File: src/rtl/rvh_l1d_pkg.sv
// rtl/rvh_l1d_pkg.sv - shared L1D constants, MESI encoding and write-arbiter state type
package rvh_l1d_pkg;

  localparam int L1D_WR_ARB_N_REQ = 4;
  localparam int BURST_SIZE       = 8;
  localparam int MEM_DATA_WIDTH   = 64;

  localparam logic [1:0] MESI_M = 2'd3;

  typedef enum logic [1:0] {
    IDLE,
    ADDR,
    DATA
  } l2_wr_arb_state_e;

endpackage

File: src/rtl/rvh_l1d_rr_arb.sv
// rtl/rvh_l1d_rr_arb.sv - combinational round-robin pick, first request at or after ptr
module rvh_l1d_rr_arb #(
  parameter int N     = 4,
  parameter int IDX_W = $clog2(N)
) (
  input  logic [N-1:0]     req,
  input  logic [IDX_W-1:0] ptr,
  output logic [N-1:0]     grant,
  output logic [IDX_W-1:0] idx,
  output logic             any_req
);

  logic [IDX_W-1:0] cand;
  logic             found;

  // N is a power of two, so the truncating add wraps the search circularly
  always_comb begin
    grant = '0;
    idx   = '0;
    cand  = '0;
    found = 1'b0;
    for (int i = 0; i < N; i++) begin
      cand = ptr + IDX_W'(i);
      if (!found && req[cand]) begin
        found       = 1'b1;
        idx         = cand;
        grant[cand] = 1'b1;
      end
    end
  end

  assign any_req = |req;

endmodule

File: src/rtl/rvh_l1d_l2_wr_arb.sv
// rtl/rvh_l1d_l2_wr_arb.sv - round-robin share of the L2 AW/W port among L1D eviction queues
module rvh_l1d_l2_wr_arb
  import rvh_l1d_pkg::*;
#(
  parameter int N_REQ     = L1D_WR_ARB_N_REQ,
  parameter int AW_W      = 16,
  parameter int DATA_W    = MEM_DATA_WIDTH,
  parameter int BURST_LEN = BURST_SIZE,
  parameter int ID_W      = $clog2(N_REQ),
  parameter int CNT_W     = $clog2(BURST_LEN)
) (
  input  logic                     clk,
  input  logic                     rst,
  input  logic [N_REQ-1:0]         req_awvalid_i,
  output logic [N_REQ-1:0]         req_awready_o,
  input  logic [N_REQ*AW_W-1:0]    req_aw_i,
  input  logic [N_REQ-1:0]         req_wvalid_i,
  output logic [N_REQ-1:0]         req_wready_o,
  input  logic [N_REQ*DATA_W-1:0]  req_w_i,
  output logic                     l2_awvalid_o,
  input  logic                     l2_awready_i,
  output logic [AW_W-1:0]          l2_aw_o,
  output logic [ID_W-1:0]          l2_awid_o,
  output logic                     l2_wvalid_o,
  input  logic                     l2_wready_i,
  output logic [DATA_W-1:0]        l2_w_o,
  output logic                     l2_wlast_o,
  output logic                     busy_o
);

  l2_wr_arb_state_e state_q, state_d;
  logic [ID_W-1:0]  owner_q, owner_d;
  logic [N_REQ-1:0] owner_oh_q, owner_oh_d;
  logic [ID_W-1:0]  rr_ptr_q, rr_ptr_d;
  logic [CNT_W-1:0] beat_cnt_q, beat_cnt_d;

  logic [N_REQ-1:0] win_grant;
  logic [ID_W-1:0]  win_idx;
  logic             win_any;

  logic              owner_awvalid;
  logic              owner_wvalid;
  logic [AW_W-1:0]   owner_aw;
  logic [DATA_W-1:0] owner_w;
  logic              last_beat;

  rvh_l1d_rr_arb #(
    .N     (N_REQ),
    .IDX_W (ID_W)
  ) u_rr_arb (
    .req     (req_awvalid_i),
    .ptr     (rr_ptr_q),
    .grant   (win_grant),
    .idx     (win_idx),
    .any_req (win_any)
  );

  assign owner_awvalid = req_awvalid_i[owner_q];
  assign owner_wvalid  = req_wvalid_i[owner_q];
  assign owner_aw      = req_aw_i[owner_q*AW_W +: AW_W];
  assign owner_w       = req_w_i[owner_q*DATA_W +: DATA_W];
  assign last_beat     = (beat_cnt_q == CNT_W'(BURST_LEN - 1));
  assign busy_o        = (state_q != IDLE);

  always_comb begin
    state_d       = state_q;
    owner_d       = owner_q;
    owner_oh_d    = owner_oh_q;
    rr_ptr_d      = rr_ptr_q;
    beat_cnt_d    = beat_cnt_q;
    req_awready_o = '0;
    req_wready_o  = '0;
    l2_awvalid_o  = 1'b0;
    l2_aw_o       = '0;
    l2_awid_o     = '0;
    l2_wvalid_o   = 1'b0;
    l2_w_o        = '0;
    l2_wlast_o    = 1'b0;

    case (state_q)
      IDLE: begin
        if (win_any) begin
          state_d    = ADDR;
          owner_d    = win_idx;
          owner_oh_d = win_grant;
        end
      end

      // Grant is held even if the owner drops awvalid; only a handshake releases it
      ADDR: begin
        l2_awvalid_o  = owner_awvalid;
        l2_aw_o       = owner_aw;
        l2_awid_o     = owner_q;
        req_awready_o = owner_oh_q & {N_REQ{l2_awready_i}};
        if (owner_awvalid && l2_awready_i) begin
          if (owner_aw[1:0] == MESI_M) begin
            state_d    = DATA;
            beat_cnt_d = '0;
          end else begin
            state_d  = IDLE;
            rr_ptr_d = owner_q + ID_W'(1);
          end
        end
      end

      DATA: begin
        l2_wvalid_o  = owner_wvalid;
        l2_w_o       = owner_w;
        l2_wlast_o   = owner_wvalid & last_beat;
        req_wready_o = owner_oh_q & {N_REQ{l2_wready_i}};
        if (owner_wvalid && l2_wready_i) begin
          if (last_beat) begin
            state_d    = IDLE;
            beat_cnt_d = '0;
            rr_ptr_d   = owner_q + ID_W'(1);
          end else begin
            beat_cnt_d = beat_cnt_q + CNT_W'(1);
          end
        end
      end

      default: state_d = IDLE;
    endcase
  end

  always_ff @(posedge clk) begin
    if (!rst) begin
      state_q    <= IDLE;
      owner_q    <= '0;
      owner_oh_q <= '0;
      rr_ptr_q   <= '0;
      beat_cnt_q <= '0;
    end else begin
      state_q    <= state_d;
      owner_q    <= owner_d;
      owner_oh_q <= owner_oh_d;
      rr_ptr_q   <= rr_ptr_d;
      beat_cnt_q <= beat_cnt_d;
    end
  end

endmodule

File: config.mk
export PLATFORM = sky130hd
export DESIGN_NAME = rvh_l1d_l2_wr_arb
export DESIGN_NICKNAME = d
export VERILOG_FILES = /design/src/rtl/rvh_l1d_pkg.sv /design/src/rtl/rvh_l1d_rr_arb.sv /design/src/rtl/rvh_l1d_l2_wr_arb.sv
export SDC_FILE = /design/constraint.sdc
export NUM_CORES = 1
export LEC_CHECK = 0
export ABC_AREA = 1
export CAP_MARGIN = 15
export CORE_AREA = 3 3 166 168
export DETAILED_ROUTE_END_ITERATION = 16
export DIE_AREA = 0 0 169 171
export SYNTH_ARGS = -nofsm -noshare
export SYNTH_HDL_FRONTEND = slang
export SYNTH_SLANG_ARGS = --single-unit
File: constraint.sdc
create_clock -name clk -period 5.56 [get_ports clk]
set_clock_uncertainty 0.15 [all_clocks]
set_input_delay 1.112 -clock clk [delete_from_list [all_inputs] [get_ports clk]]
set_output_delay 1.112 -clock clk [all_outputs]
set_load 0.01 [all_outputs]
==> summary.txt <==
Worst setup path
  – CP Launch Type: input port
  – CP required: 4.30 ns
  – Critical path arrival: 2.74 ns
  – Worst-path fanout max: 1
  – Crit path capture type: output port
  – Critical path class: in -> out

Die
  – Total core area: 26100 sq um
  – Io pins: 426
  – Die H: 171 microns
  – Row count: 59
  – Starting Density: 14.8%
  – Die area: 28900 sq um
  – Die width: 169 microns

Clock network
  – CTS Hold Bufs: 0
  – Inserted Clock Buffers: 3
  – CTS root buffer: clkbuf_16
  – CTS tree: done
  – Clock buffer depth: 2
  – Clock Sinks: 13
  – Setup Fix Bufs, Post-CTS: 0
  – Clock Latency Late Sink: 0.24 ns
  – Post-CTS sizing: 0
  – H-tree depth: 1
  – Worst-path clk slew: 0.05 ns

Status
  – Outcome: finished, final reports clean

Yosys
  – Sequential area share after synthesis: 6.75%
  – Yosys top cell area share: 28.1%
  – Top cells by area, synth: nor2_1, o21ai_1, a21oi_1
  – Mapped Cells: 778
  – Most common cell in the synthesized netlist: nor2_1
  – Mapped Area: 3850 sq um
  – Top FF cell, synth: dfxtp_1
  – Distinct cells, synth: 28
  – Syn avg cell area: 4.95 sq um
  – Post-synth EDFFs: 0
  – Synth warnings: 0
  – Synthesized flop and latch total: 13
  – Syn_nets: 1117
  – Dominant cell type by area after synthesis: nor2_1
  – Commonest cells in the netlist: nor2_1, o21ai_1, a21oi_1
  – Ys async rst share: 0%

Pwr
  – Pwr dens: 297 nW/um^2
  – Leakage power: 3.22 nW
  – Maximum vdd drop: 0.203 mV

Global route
  – Initial antenna violation count: 3
  – Gr ovfl total: 0
  – Largest net degree at the start of global routing: 167
  – Tot GR Track Use: 15.1%
  – First-pass GRT wire length: 35000 microns
  – Number of global-route vias before repair: 5914

Drt
  – Met3 wire len: 1560 microns
  – 1st-iter DRT viols: 392
  – Avg WL per Cell: 16.7 microns
  – First-pass detailed-route iteration total: 5
  – Vias: 6371
  – Top layer in use: met5
  – Routed Wire Length: 24800 microns
  – Vias per cell: 4.28
  – Wire length on met1: 10600 microns
  – Final ANT Viol Nets: 0
  – Routed wl met2: 12400 microns
  – Drc violations: 0

Placement
  – Port buffer count: 425
  – Final HPWL DP: 19200 microns
  – Worst slack at placement: 1.54 ns
  – GP Congestion: 0.922

Timing
  – Max-slew violation count: 0
  – Setup_tns: 0 ns
  – Max Fclk: 250 MHz
  – Min Tclk post-route: 4.00 ns
  – Least-Margin Pin Slew: 0.892 ns
  – RSZ-0062 raised after global routing: no
  – Setup violators final: 0
  – Final Hold Viols: 0
  – Hold_ws: 0.318 ns
  – Slew HR: 40.6%
  – Final worst slack: 1.56 ns
  – Final Cycle Share: 71.9%

Final layout
  – P&R area growth vs syn: 117%
  – Final nets: 1491
  – Layout cells sized above 1: 2.69%
  – Fillcell total: 2898

Worst hold path
  – Class of the worst hold path: reg -> reg

Run
  – # Max-Cap Violations: 0
-- layout by cell type (no fill, tap or decap), types with 2 or more instances in the layout --
| cell | count |
|---|---|
| ha_1 | 7 |
| diode_2 | 2 |
| a21oi_1 | 74 |
| dfxtp_1 | 11 |
| clkdlybuf4s50_1 | 425 |
| inv_1 | 31 |
| nor2_2 | 3 |
| nand2_2 | 9 |
| mux2i_1 | 28 |
| inv_4 | 2 |
| nor3_1 | 8 |
| nor2_1 | 289 |
| nand2_1 | 69 |
| buf_4 | 3 |
| clkbuf_16 | 3 |
| o21ai_0 | 54 |
| o21ai_1 | 88 |
| inv_2 | 5 |
| nand3_1 | 16 |
| buf_12 | 2 |
| o22ai_1 | 14 |
-- state kept, by name (all words and copies together) (netlist names) --
register and cells:
beat_cnt_q 3, rr_ptr_q 2, state_q 2, owner_q 2
owner_oh_q 4
-- stage by stage --
stage          cell area (sq um)  total power [mW]  utilization, %  cells
2_1_floorplan               3850              1.48               -    778
3_3_place_gp                8280              2.35            31.8   1482
3_5_place_dp                8280              2.36            31.8   1482
4_1_cts                     8360              2.51            32.1   1486
5_1_grt                     8360              2.73            32.1   1488
6_report                    8360              2.48            32.1   1488
-- power by group --
part | switching (mW) | internal (mW)
sequential | 0.0372 | 0.133
clock | 0.0391 | 0.0967
combinational | 1.23 | 0.942
-- critical path, cell delays in order --
cell             delay (ns)
clkdlybuf4s50_1        0.46
nor2_1                 0.04
nor2_1                 0.11
o21ai_0                0.22
a21oi_1                0.23
clkdlybuf4s50_1        0.57
-- logic make-up after synthesis --
logic type,Yosys count,synth area share [%]
AND/OR/NAND/NOR,397,40.6
AO/OA/AOI/OAI,232,30.7
buffers and inverters,100,12.2
multiplexers,28,7.27
flip-flops,13,6.75
adder cells (fa/ha/maj),7,2.27
XOR/XNOR,1,0.227
-- final timing paths --
| check | start | end | slack (ns) | cells past startpoint |
|---|---|---|---|---|
| max | req_w_i[4] | l2_w_o[4] | 1.56 | 6 |
| min | beat_cnt_q[2] | beat_cnt_q[2] | 0.32 | 2 |
| max reg2reg | owner_q[1] | rr_ptr_q[0] | 3.28 | 10 |
| min reg2reg | beat_cnt_q[2] | beat_cnt_q[2] | 0.32 | 2 |
-- metal layers --
metal	global-route usage, %	vias to the layer above
met4	2.89	2
met5	0	-
li1	-	3292
met3	2.22	22
met1	19.5	2807
met2	27.0	248
-- area by class of cell --
type	instances	area [sq um]	area share [%]
Antenna cell	2	5.00	0.0598
Clock buffer	4	78.8	0.943
Inverter	39	156	1.87
Multi-Input combinational cell	665	3120	37.3
Sequential cell	13	265	3.17
Tap cell	335	419	5.01
Timing Repair Buffer	430	4320	51.6
(Power assumes the default switching activity.)
